--- src/rtl/alu_pipe_if.sv ---
// Operand/result handshake bundle between operand-read, alu_pipe and writeback.
// The master drives operations and consumes results; the slave is the ALU.
interface alu_pipe_if #(
    parameter int WIDTH = 16
);
    logic             in_valid;
    logic             in_ready;
    logic [3:0]       opcode;
    logic [WIDTH-1:0] in1;
    logic [WIDTH-1:0] in2;
    logic             out_valid;
    logic             out_ready;
    logic [WIDTH-1:0] out;
    logic [2:0]       flags;

    modport master (
        output in_valid, opcode, in1, in2, out_ready,
        input  in_ready, out_valid, out, flags
    );

    modport slave (
        input  in_valid, opcode, in1, in2, out_ready,
        output in_ready, out_valid, out, flags
    );
endinterface

--- src/rtl/alu_pipe.sv ---
// Registered ALU with valid/ready handshake and persistent Z/V/N flags.
// Define ALU_PIPE_MULT_EN to add the iterative signed multiplier on opcode 1111.
//
// state  | meaning
// S_IDLE | no result held, ready for an operation
// S_HOLD | result valid in out, waiting for the consumer
// S_MUL  | shift-add multiply in progress, input stalled
module alu_pipe #(
    parameter int WIDTH = 16,
    parameter int LANE  = 4
) (
    input  logic      clk,
    input  logic      rst,
    alu_pipe_if.slave bus
);
    localparam int SHW   = $clog2(WIDTH);
    localparam int NLANE = WIDTH / LANE;

    localparam logic [WIDTH-1:0] SMAX = {1'b0, {(WIDTH-1){1'b1}}};
    localparam logic [WIDTH-1:0] SMIN = ~SMAX;
    localparam logic [LANE-1:0]  LMAX = {1'b0, {(LANE-1){1'b1}}};
    localparam logic [LANE-1:0]  LMIN = ~LMAX;

    localparam logic [3:0] OP_ADD    = 4'b0000;
    localparam logic [3:0] OP_SUB    = 4'b0001;
    localparam logic [3:0] OP_XOR    = 4'b0010;
    localparam logic [3:0] OP_RED    = 4'b0011;
    localparam logic [3:0] OP_SLL    = 4'b0100;
    localparam logic [3:0] OP_SRA    = 4'b0101;
    localparam logic [3:0] OP_ROR    = 4'b0110;
    localparam logic [3:0] OP_PADDSB = 4'b0111;

`ifdef ALU_PIPE_MULT_EN
    typedef enum logic [1:0] {S_IDLE, S_HOLD, S_MUL} state_t;
`else
    typedef enum logic [1:0] {S_IDLE, S_HOLD} state_t;
`endif

    state_t state, state_nxt;

    logic             in_ready;
    logic             accept;
    logic             load_res;
    logic [WIDTH-1:0] out_q;
    logic [2:0]       flags_q;
    logic [2:0]       flags_nxt;

    logic [WIDTH-1:0] a, b, b_inv;
    logic [WIDTH-1:0] add_raw, add_sat, sub_raw, sub_sat;
    logic             add_v, sub_v;
    logic [SHW-1:0]   sh;
    logic [WIDTH-1:0] sll_res, sra_res, ror_res;
    logic [WIDTH-1:0] red_res, padd_res;
    logic [WIDTH-1:0] alu_res;

    assign a     = bus.in1;
    assign b     = bus.in2;
    assign b_inv = ~b;
    assign sh    = b[SHW-1:0];

    // Overflow: operand signs agree but the raw sum's sign does not.
    assign add_raw = a + b;
    assign add_v   = (a[WIDTH-1] == b[WIDTH-1]) && (add_raw[WIDTH-1] != a[WIDTH-1]);
    assign add_sat = add_v ? (a[WIDTH-1] ? SMIN : SMAX) : add_raw;

    assign sub_raw = a + b_inv + WIDTH'(1);
    assign sub_v   = (a[WIDTH-1] == b_inv[WIDTH-1]) && (sub_raw[WIDTH-1] != a[WIDTH-1]);
    assign sub_sat = sub_v ? (a[WIDTH-1] ? SMIN : SMAX) : sub_raw;

    assign sll_res = a << sh;
    assign sra_res = $signed(a) >>> sh;
    assign ror_res = (a >> sh) | (a << (WIDTH - int'(sh)));

    always_comb begin
        red_res = '0;
        for (int i = 0; i < NLANE; i++) begin
            red_res = red_res + WIDTH'($signed(a[i*LANE +: LANE]))
                              + WIDTH'($signed(b[i*LANE +: LANE]));
        end
    end

    for (genvar g = 0; g < NLANE; g++) begin : g_lane
        logic [LANE-1:0] la, lb, ls;
        logic            lv;
        assign la = a[g*LANE +: LANE];
        assign lb = b[g*LANE +: LANE];
        assign ls = la + lb;
        assign lv = (la[LANE-1] == lb[LANE-1]) && (ls[LANE-1] != la[LANE-1]);
        assign padd_res[g*LANE +: LANE] = lv ? (la[LANE-1] ? LMIN : LMAX) : ls;
    end

    always_comb begin
        alu_res = '0;
        casez (bus.opcode)
            OP_ADD:    alu_res = add_sat;
            OP_SUB:    alu_res = sub_sat;
            OP_XOR:    alu_res = a ^ b;
            OP_RED:    alu_res = red_res;
            OP_SLL:    alu_res = sll_res;
            OP_SRA:    alu_res = sra_res;
            OP_ROR:    alu_res = ror_res;
            OP_PADDSB: alu_res = padd_res;
            4'b10??:   alu_res = a + b;
            default:   alu_res = '0;
        endcase
    end

    always_comb begin
        flags_nxt = flags_q;
        case (bus.opcode)
            OP_ADD: flags_nxt = {alu_res == '0, add_v, alu_res[WIDTH-1]};
            OP_SUB: flags_nxt = {alu_res == '0, sub_v, alu_res[WIDTH-1]};
            OP_XOR, OP_SLL, OP_SRA, OP_ROR: flags_nxt[2] = (alu_res == '0);
            default: ;
        endcase
    end

`ifdef ALU_PIPE_MULT_EN
    localparam int CNTW = $clog2(WIDTH + 1);

    logic             is_mul;
    logic             mul_start;
    logic             mul_done;
    logic [WIDTH-1:0] mul_acc, mul_mcand, mul_mplier;
    logic [CNTW-1:0]  mul_cnt;

    assign is_mul   = (bus.opcode == 4'b1111);
    assign mul_done = (state == S_MUL) && (mul_cnt == '0);
`endif

    // HOLD only accepts when the consumer is taking the current result.
    assign in_ready = (state == S_IDLE) || ((state == S_HOLD) && bus.out_ready);
    assign accept   = bus.in_valid && in_ready;

    always_ff @(posedge clk or posedge rst) begin
        if (rst) state <= S_IDLE;
        else     state <= state_nxt;
    end

    always_comb begin
        state_nxt = state;
        load_res  = 1'b0;
`ifdef ALU_PIPE_MULT_EN
        mul_start = 1'b0;
`endif
        if (accept) begin
`ifdef ALU_PIPE_MULT_EN
            if (is_mul) begin
                mul_start = 1'b1;
                state_nxt = S_MUL;
            end else
`endif
            begin
                load_res  = 1'b1;
                state_nxt = S_HOLD;
            end
        end else begin
            case (state)
                S_HOLD: if (bus.out_ready) state_nxt = S_IDLE;
`ifdef ALU_PIPE_MULT_EN
                S_MUL:  if (mul_cnt == '0) state_nxt = S_HOLD;
`endif
                default: ;
            endcase
        end
    end

    always_ff @(posedge clk or posedge rst) begin
        if (rst) begin
            out_q   <= '0;
            flags_q <= '0;
        end else if (load_res) begin
            out_q   <= alu_res;
            flags_q <= flags_nxt;
        end
`ifdef ALU_PIPE_MULT_EN
        else if (mul_done) begin
            out_q <= mul_acc;
        end
`endif
    end

`ifdef ALU_PIPE_MULT_EN
    // Low WIDTH bits of a signed product equal those of the unsigned product.
    always_ff @(posedge clk or posedge rst) begin
        if (rst) begin
            mul_acc    <= '0;
            mul_mcand  <= '0;
            mul_mplier <= '0;
            mul_cnt    <= '0;
        end else if (mul_start) begin
            mul_acc    <= '0;
            mul_mcand  <= a;
            mul_mplier <= b;
            mul_cnt    <= CNTW'(WIDTH);
        end else if ((state == S_MUL) && (mul_cnt != '0)) begin
            if (mul_mplier[0]) mul_acc <= mul_acc + mul_mcand;
            mul_mcand  <= mul_mcand << 1;
            mul_mplier <= mul_mplier >> 1;
            mul_cnt    <= mul_cnt - CNTW'(1);
        end
    end
`endif

    assign bus.in_ready  = in_ready;
    assign bus.out_valid = (state == S_HOLD);
    assign bus.out       = out_q;
    assign bus.flags     = flags_q;
endmodule

--- src/flat_wrapper.sv ---
// flat-port wrapper written by rule: the top's interface ports become plain ports
module alu_pipe_flat 
#(
    parameter int WIDTH = 16,
    parameter int LANE  = 4
)
  (clk, rst, bus_in_valid, bus_opcode, bus_in1, bus_in2, bus_out_ready, bus_in_ready, bus_out_valid, bus_out, bus_flags);
  alu_pipe_if #(.WIDTH(WIDTH)) bus_i ();
  input  logic clk;
  input  logic rst;
  input wire logic [$bits(bus_i.in_valid)-1:0] bus_in_valid;
  input wire logic [$bits(bus_i.opcode)-1:0] bus_opcode;
  input wire logic [$bits(bus_i.in1)-1:0] bus_in1;
  input wire logic [$bits(bus_i.in2)-1:0] bus_in2;
  input wire logic [$bits(bus_i.out_ready)-1:0] bus_out_ready;
  output wire logic [$bits(bus_i.in_ready)-1:0] bus_in_ready;
  output wire logic [$bits(bus_i.out_valid)-1:0] bus_out_valid;
  output wire logic [$bits(bus_i.out)-1:0] bus_out;
  output wire logic [$bits(bus_i.flags)-1:0] bus_flags;
  assign bus_i.in_valid = bus_in_valid;
  assign bus_i.opcode = bus_opcode;
  assign bus_i.in1 = bus_in1;
  assign bus_i.in2 = bus_in2;
  assign bus_i.out_ready = bus_out_ready;
  assign bus_in_ready = bus_i.in_ready;
  assign bus_out_valid = bus_i.out_valid;
  assign bus_out = bus_i.out;
  assign bus_flags = bus_i.flags;
  alu_pipe #(.WIDTH(WIDTH), .LANE(LANE)) u_core (.clk(clk), .rst(rst), .bus(bus_i));
endmodule
--- config.mk ---
export PLATFORM = sky130hd
export DESIGN_NAME = alu_pipe_flat
export DESIGN_NICKNAME = d
export VERILOG_FILES = /design/src/rtl/alu_pipe_if.sv /design/src/rtl/alu_pipe.sv /design/src/flat_wrapper.sv
export SDC_FILE = /design/constraint.sdc
export NUM_CORES = 1
export LEC_CHECK = 0
export ABC_AREA = 1
export CAP_MARGIN = 0
export CORE_UTILIZATION = 62
export CTS_BUF_LIST = sky130_fd_sc_hd__clkbuf_4 sky130_fd_sc_hd__clkbuf_8
export CTS_CLUSTER_SIZE = 30
export DETAILED_ROUTE_END_ITERATION = 10
export GPL_TIMING_DRIVEN = 0
export HOLD_SLACK_MARGIN = 0.03
export PLACE_DENSITY_LB_ADDON = 0.3
export SLEW_MARGIN = 20
export SYNTH_ARGS = -nofsm -noshare
export SYNTH_HDL_FRONTEND = slang
export SYNTH_SLANG_ARGS = --single-unit
--- constraint.sdc ---
create_clock -name clk -period 1.39 [get_ports clk]
set_input_delay 0.417 -clock clk [delete_from_list [all_inputs] [get_ports clk]]
set_output_delay 0.417 -clock clk [all_outputs]
set_load 0.05 [all_outputs]
==> flow_summary.json, run 1 <==
{
  "status": "stopped before the end",
  "lastStage": "global routing",
  "stop_error": "[ERROR GRT-0232] Routing congestion too high. Check the congestion heatmap in the GUI.",
  "ys_seq_area_frac": 0.0707,
  "ys_async_sr_fraction": 1.00,
  "start_util": 0.645,
  "grt_max_degree": 21,
  "clockBufferDepth": 2,
  "ys_types": 43,
  "ys_ff_latch": 20,
  "synth_edf_count": 0,
  "gr-usage-all-layers": 0.718,
  "ctsHoldBuffers": 0,
  "dp_hpwl_um": 23300,
  "synth_ff_type": "dfrtp_1",
  "place_congestion": 1.14,
  "clock-sinks": 20,
  "place_area_um2": 8070,
  "worst_endpoint": "u_core.bus.flags[2]$_DFFE_PP0P_/D",
  "die_h_um": 109,
  "netlist_instances": 1316,
  "num_io_pins": 61,
  "core.rowCount": 38,
  "cts_buffers": 3,
  "port_buffers": 60,
  "cts-root-buf": "clkbuf_8",
  "synthesis.nets": 1428,
  "yosys_warnings": 0,
  "syn_area_um2": 7080,
  "place_inst": 1516,
  "avgSynthCellArea_um2": 5.38,
  "grt.overflow.total": 20,
  "die_width_um": 109,
  "endpoint_type": "register data pin",
  "cts_max_level": 1
}
==> repair_timing <==
| action | 4_1_cts |
|---|---|
| resized for setup | 305 |
| cloned | 0 |
| endpoints found under the setup margin | 41 |
| setup buffers | 32 |
| pin swaps | 67 |
==> metrics by stage <==
stage,worst slack (ns),util
global placement,-4.45,0.735
floorplan,-3.29,-
CTS,-3.56,0.773
detailed placement,-4.59,0.735
==> cells by family after synthesis <==
group	synth area share
mux	0.00318
flops	0.0707
compound gates	0.0885
buf+inv	0.133
fa+ha+maj	0.159
simple gates	0.530
xor+xnor	0.0148
==> synth_stat cells, drive strengths merged, types with 14 or more instances <==
| cell type | instances | area [um^2] |
|---|---|---|
| nand4 | 18 | 113 |
| buf | 36 | 235 |
| o21ai | 53 | 269 |
| nand2 | 489 | 1890 |
| nand3 | 221 | 1140 |
| dfrtp | 20 | 500 |
| inv | 171 | 647 |
| ha | 42 | 526 |
| clkbuf | 14 | 53.8 |
| nor2 | 127 | 492 |
| fa | 30 | 601 |
| a21oi | 48 | 282 |
==> routing by layer <==
metal,GRT usage,overflow
met5,0.268,0
met4,0.676,9
met3,0.538,0
met2,0.889,11
met1,0.743,0
==> inputs of run 2 (changes only) <==
Settings changed: CORE_UTILIZATION 62 to 40, CTS_BUF_LIST sky130_fd_sc_hd__clkbuf_4 sky130_fd_sc_hd__clkbuf_8 to default, CTS_CLUSTER_SIZE 30 to default, HOLD_SLACK_MARGIN 0.03 to default, PLACE_DENSITY_LB_ADDON 0.3 to 0.15.
==> run 2 against run 1 <==
  * The flow now finishes, with violations (setup timing)
  * Area after synthesis is the same
  * Synthesized cell count is the same
==> flow_summary.json, run 2 <==
{
  "crit_type": "in -> reg",
  "cts_max_level": 1,
  "switchingPower_mw": 5.85,
  "layout_commonest_cell": "nand2_1",
  "setup_tns_ns": -55.23,
  "pwr-share-seq": 0.071,
  "yosys_warnings": 0,
  "die_width_um": 135,
  "core.rowCount": 48,
  "synth_top_family_by_area": "simple AND/OR/NAND/NOR gates",
  "min_period_ns": 4.98,
  "setup_viol": 19,
  "clk_latency_ns": 0.25,
  "start_util": 0.409,
  "synthSimpleGateAreaFrac": 0.530,
  "vdd_drop_max_uv": 1570,
  "clkSlewWorstSetupHoldPaths_ns": 0.05,
  "ys_seq_area_frac": 0.0707,
  "regArea_um2": 502,
  "grt_pass1_wl_um": 48100,
  "synth.most_common_cell": "nand2_1",
  "netlist_instances": 1316,
  "drtIter0Drc": 1140,
  "clockBufferDepth": 2,
  "routed_wl_um": 31500,
  "place_ws_ns": -4.62,
  "power_frac_comb": 0.877,
  "crit_path_end_kind": "flop",
  "finalCritPeriodShare": 3.59,
  "wire_per_inst_um": 19.1,
  "hold_start": "u_core.bus.out[13]",
  "synthTopCellsByCount": "nand2_1, nand3_1, inv_1, nor2_1, o21ai_0",
  "setup_ws_ns": -3.59,
  "port_buffers": 60,
  "syn2layout_area_growth_pct": 26.9,
  "largest_reg_flops": 16,
  "mostFrequentLayoutCells": "nand2_1, nand3_1, inv_1",
  "violations": "setup timing",
  "core_um2": 17300,
  "gr-usage-all-layers": 0.347,
  "antenna_found_initial": 0,
  "ys_async_sr_fraction": 1.00,
  "cellLeakagePower_nw": 4.98,
  "crit_path_frequent_cell": "buf_6",
  "min_path_type": "reg -> reg",
  "yosys-top-cells-area": "nand2_1, nand3_1, fa_1",
  "multiInputGateArea_um2": 6180,
  "cts-root-buf": "clkbuf_16",
  "drc": 0,
  "nNetsFinal": 1543,
  "first_global_vias": 8508,
  "p_total_mw": 11.4,
  "synth_edf_count": 0,
  "crit_path_max_incr_delay_ns": 0.61,
  "ys_types": 43,
  "max_freq_mhz": 201,
  "n_antenna_cell": 0,
  "report.final.slew_viol_count": 0,
  "synth_ff_type": "dfrtp_1",
  "avgSynthCellArea_um2": 5.38,
  "vias_per_cell": 5.59,
  "sw_frac_of_total": 0.516,
  "p_int_mw": 5.50,
  "cp-start-kind": "input port",
  "synthAdderAreaFrac": 0.159,
  "ys_ff_latch": 20,
  "post_route_cells_drive_above_1_share": 0.219,
  "r2r_start": "u_core.state[0]",
  "power.density_nw_per_um2": 1260,
  "reg2reg_slack_ns": -0.15,
  "syn_area_um2": 7080,
  "maxSlewHeadroom": 0.506,
  "rsz0062_at_grt": "yes",
  "fill_cells": 1878,
  "hold_violations": 0,
  "min_to": "u_core.bus.out[13]",
  "cap_viol_max_count": 0,
  "reg2reg_depth": 9,
  "antenna_left": 0,
  "synth.top_cell.area_share": 0.250,
  "whs_path_depth": 2,
  "yosysTopAreaCell": "nand2_1",
  "synthMuxAreaShare": 0.00318,
  "synth_compound_area_frac": 0.0885,
  "fin_worst_skew_ns": 0.00213,
  "crit_arrival_ns": 5.17,
  "worstMarginPinSlew_ns": 0.740,
  "status": "finished, violations left",
  "synthesis.nets": 1428,
  "die_h_um": 135,
  "r2r-end": "u_core.bus.flags[2]",
  "clock-sinks": 20,
  "dp_hpwl_um": 25600,
  "grt.overflow.total": 0,
  "cts_buffers": 3,
  "num_io_pins": 61,
  "cp_slowest_cell": "fa_2",
  "final_area_um2": 8980,
  "cp_max_fo": 3,
  "place_area_um2": 8180,
  "crit_required_ns": 1.58,
  "synth_xor_xnor_area_share": 0.0148,
  "clock_power_share": 0.053,
  "dieArea_um2": 18200,
  "drtPass1Iterations": 6,
  "grt_max_degree": 21,
  "num_vias": 9246,
  "place_congestion": 1.04,
  "cts_tree": "built"
}
run 2: cell counts after synthesis:
No cell type changed its count.
run 2: cell families after synthesis:
kind of cell	count (synthesis)
and+or+nand+nor	875
buffers and inverters	223
AOI/OAI and AO/OA	112
adders and majority gates	72
DFF	20
xor gates and xnor gates	12
muxes	2
run 2: worst max-delay path by stage:
stage | to | depth (start not counted) | start
2_1_floorplan | u_core.bus.flags[2] | 27 | bus_in1[15]
3_3_place_gp | u_core.bus.flags[2] | 26 | bus_in1[11]
3_5_place_dp | u_core.bus.flags[2] | 26 | bus_in1[11]
4_1_cts | u_core.bus.flags[2] | 28 | bus_in1[7]
5_1_grt | u_core.bus.flags[2] | 27 | bus_in2[7]
6_report | u_core.bus.flags[2] | 29 | bus_in2[7]
run 2: stage by stage:
| step | utilization | hold WS, ns | instances |
|---|---|---|---|
| 6_report | 0.519 | 0.471 | 1655 |
| 5_1_grt | 0.519 | 0.500 | 1655 |
| 2_1_floorplan | - | 0.381 | 1316 |
| 4_1_cts | 0.502 | 0.477 | 1637 |
| 3_5_place_dp | 0.473 | 0.472 | 1601 |
| 3_3_place_gp | 0.473 | 0.467 | 1601 |
run 2: area by class of cell:
| cell class | instances | area share |
|---|---|---|
| Multi-Input combinational cell | 1073 | 0.688 |
| Timing Repair Buffer | 111 | 0.0984 |
| Inverter | 173 | 0.0751 |
| Sequential cell | 20 | 0.0559 |
| Buffer | 49 | 0.0422 |
| Tap cell | 225 | 0.0313 |
| Clock buffer | 4 | 0.00878 |
run 2: power by group through the flow:
stage / clock network [mW] / logic, mW / registers (mW)
floorplan: 0 / 4.42 / 1.34
global placement: 0 / 6.83 / 0.817
detailed placement: 0 / 6.89 / 0.818
CTS: 0.612 / 8.75 / 0.808
global route: 0.619 / 10.7 / 0.823
finish: 0.596 / 9.95 / 0.805
run 2: metal layers:
layer | vias to the layer above | track usage | routed length, um
met4 | 0 | 0.149 | 1680
met5 | - | 0 | 0
met2 | 497 | 0.572 | 14200
met3 | 98 | 0.0240 | 2300
met1 | 4249 | 0.466 | 13300
li1 | 4402 | - | -
run 2: worst max-delay path, delay by kind of cell:
family                   cells  cell delay [ns]
AO/OA/AOI/OAI                1             0.18
buffers and inverters       12             0.99
adder cells (fa/ha/maj)      5             2.50
AND/OR/NAND/NOR             11             1.10
run 2: repair_timing:
action	4_1_cts	5_1_grt
endpoints found under the setup margin	41	27
buffers inserted	35	20
resized for setup	289	106
pin swaps	69	56
hold buffers	0	0
Power figures use the tool's default switching activity.
==> inputs of run 3 (changes only) <==
Settings changed: CTS_CLUSTER_DIAMETER from default to 150.
==> results of run 3 <==
Same layout as run 2: the final DEF is identical, and so are final timing and power.
==> RTL change (config.mk and constraints of run 3) <==
Add a define of `ALU_PIPE_MULT_EN`.
--- a/src/rtl/alu_pipe.sv
+++ b/src/rtl/alu_pipe.sv
@@ -5,6 +5,8 @@
 // S_IDLE | no result held, ready for an operation
 // S_HOLD | result valid in out, waiting for the consumer
 // S_MUL  | shift-add multiply in progress, input stalled
+`define ALU_PIPE_MULT_EN
+
 module alu_pipe #(
     parameter int WIDTH = 16,
     parameter int LANE  = 4
Formal check against the unedited RTL: not equivalent (Yosys sat finds a counterexample within 4 cycles, from zero or initial values and one cycle with rst high).
==> RTL change against run 3 <==
Sequential cell count increased by 54. Highest routed layer is now met5. The run still ends with setup timing left. Design area increased by 61%. Critical endpoint unchanged. Wire length increased by 50%. Fmax increased by 6.7%. Count of clock-buffer cells in the layout increased by 5. Setup slack improved by 0.31 ns. Area after synthesis increased by 44%. Sequential share of layout area increased by 7.3 points. Power increased by 130%. Largest cell class unchanged.
==> RTL change: results (changes against run 3) <==
.. list-table::
   :header-rows: 1

   * - Metric
     - Value
   * - Top cells by instance count after synthesis
     - sky130_fd_sc_hd__nand2_1, sky130_fd_sc_hd__nand3_1, sky130_fd_sc_hd__inv_1
   * - Pin count of the biggest net entering global routing
     - 33 (+57%)
   * - Register clock-pin slew on the reported worst setup and hold paths
     - 0.07 ns (+0.02 ns)
   * - Total Neg Setup Slack
     - -75.51 ns (-20.27 ns)
   * - Net switching power
     - 13.0 mW (+120%)
   * - Failing checks
     - setup timing
   * - GRT Overall Usage
     - 35.6% (+0.91 points)
   * - Compound-cell area share of the yosys netlist
     - 14.4% (+5.5 points)
   * - Worst min-delay path startpoint
     - bus_in1[5]
   * - Run status
     - complete, but fails checks
   * - Mean post-synth cell area
     - 6.13 µm² (+14%)
   * - Worst voltage drop across the vdd grid
     - 2.83 mV (+80%)
   * - Number of antenna violations at the first check in global routing
     - 2 (+2)
   * - Data arrival time of the critical path
     - 4.95 ns (-0.22 ns)
   * - Cells taking the most area after synthesis
     - sky130_fd_sc_hd__nand2_1, sky130_fd_sc_hd__dfrtp_1, sky130_fd_sc_hd__nand3_1, sky130_fd_sc_hd__ha_1, sky130_fd_sc_hd__inv_1
   * - Detail Placement HPWL
     - 35500 µm (+39%)
   * - Non-filler instance count after layout
     - 2194 (+33%)
   * - Total number of H-tree levels
     - 3 (+2)
   * - Via count
     - 12500 (+35%)
   * - Slew at the pin with the worst max-slew slack
     - 1.08 ns (+0.337 ns)
   * - Post-synthesis net count
     - 1797 (+26%)
   * - Average wire per standard cell
     - 21.6 µm (+13%)
   * - Multiplexer fraction of the synthesized cell area
     - 0.110% (-0.21 points)
   * - Fin Clk Skew
     - 0.00887 ns (+0.00674 ns)
   * - R2R Path Start
     - u_core.state[1]
   * - Setup Viol. Count Final
     - 76 (+57)
   * - Post-layout worst setup margin
     - -3.28 ns (+0.314 ns)
   * - Crit. Startpoint
     - bus_in2[11]
   * - LEAKAGE
     - 7.16 nW (+44%)
   * - Clock latency on the worst-skew pair
     - 0.34 ns (+0.09 ns)
   * - Number of CTS-inserted buffers
     - 9 (+6)
   * - Placed cell count
     - 2057 (+28%)
   * - Unique masters post-synth
     - 51 (+19%)
   * - Drt initial violations
     - 1198 (+5.1%)
RTL change: worst paths after layout:
check,to,slack [ns],depth (start not counted)
max in group asynchronous,u_core.mul_mcand[5],0.21,4
worst min-delay path,u_core.mul_mcand[5],0.37,3
worst max register to register,u_core.bus.out[0],-0.85,11
worst max-delay path,u_core.bus.flags[2],-3.28,24
min in group asynchronous,u_core.mul_mplier[6],0.45,2
worst min register to register,u_core.mul_cnt[4],0.51,1
RTL change: kinds of logic after synthesis:
kind of cell,Yosys count
muxes,1
AOI/OAI and AO/OA,241
DFF,74
buffers and inverters,279
adders and majority gates,92
xor gates and xnor gates,16
and+or+nand+nor,962
RTL change: metal layers:
metal	GRT usage [%]	share of wire, %
met5	0	0.055
met4	17.3	5.2
met3	4.55	7.3
met2	59.4	47
met1	45.4	41
RTL change: repair_timing:
item / in CTS / in global routing
gates cloned: 6 / 3
pin swaps: 68 / 84
setup buffers: 74 / 43
resized for setup: 486 / 207
endpoints found under the setup margin: 95 / 83
RTL change: layout make-up:
class                   instances  area, µm²
inverters                     220        943
clock buffers                   9        225
multi-input cells            1312       8560
clock inverters                 7       60.1
fillers                      2460      10700
plain buffers                  58        532
well taps                     330        413
flip-flops and latches         74       1860
repair buffers                184       1840
RTL change: power groups by stage:
stage	clock (mW)	combinational [mW]	sequential (mW)
after floorplan	0	8.73	4.65
after global placement	0	12.8	3.98
after detailed placement	0	12.9	3.98
after CTS	2.31	16.1	4.07
after global routing	2.40	20.9	4.27
final	2.29	19.5	4.20
RTL change: worst reg2reg max path: cells and delay by family (launching register included):
family / cells / cell delay (ns)
AND/OR/NAND/NOR: 5 / 0.52
AO/OA/AOI/OAI: 2 / 0.34
adder cells (fa/ha/maj): 1 / 0.18
flip-flops: 1 / 0.39
buffers and inverters: 3 / 0.69
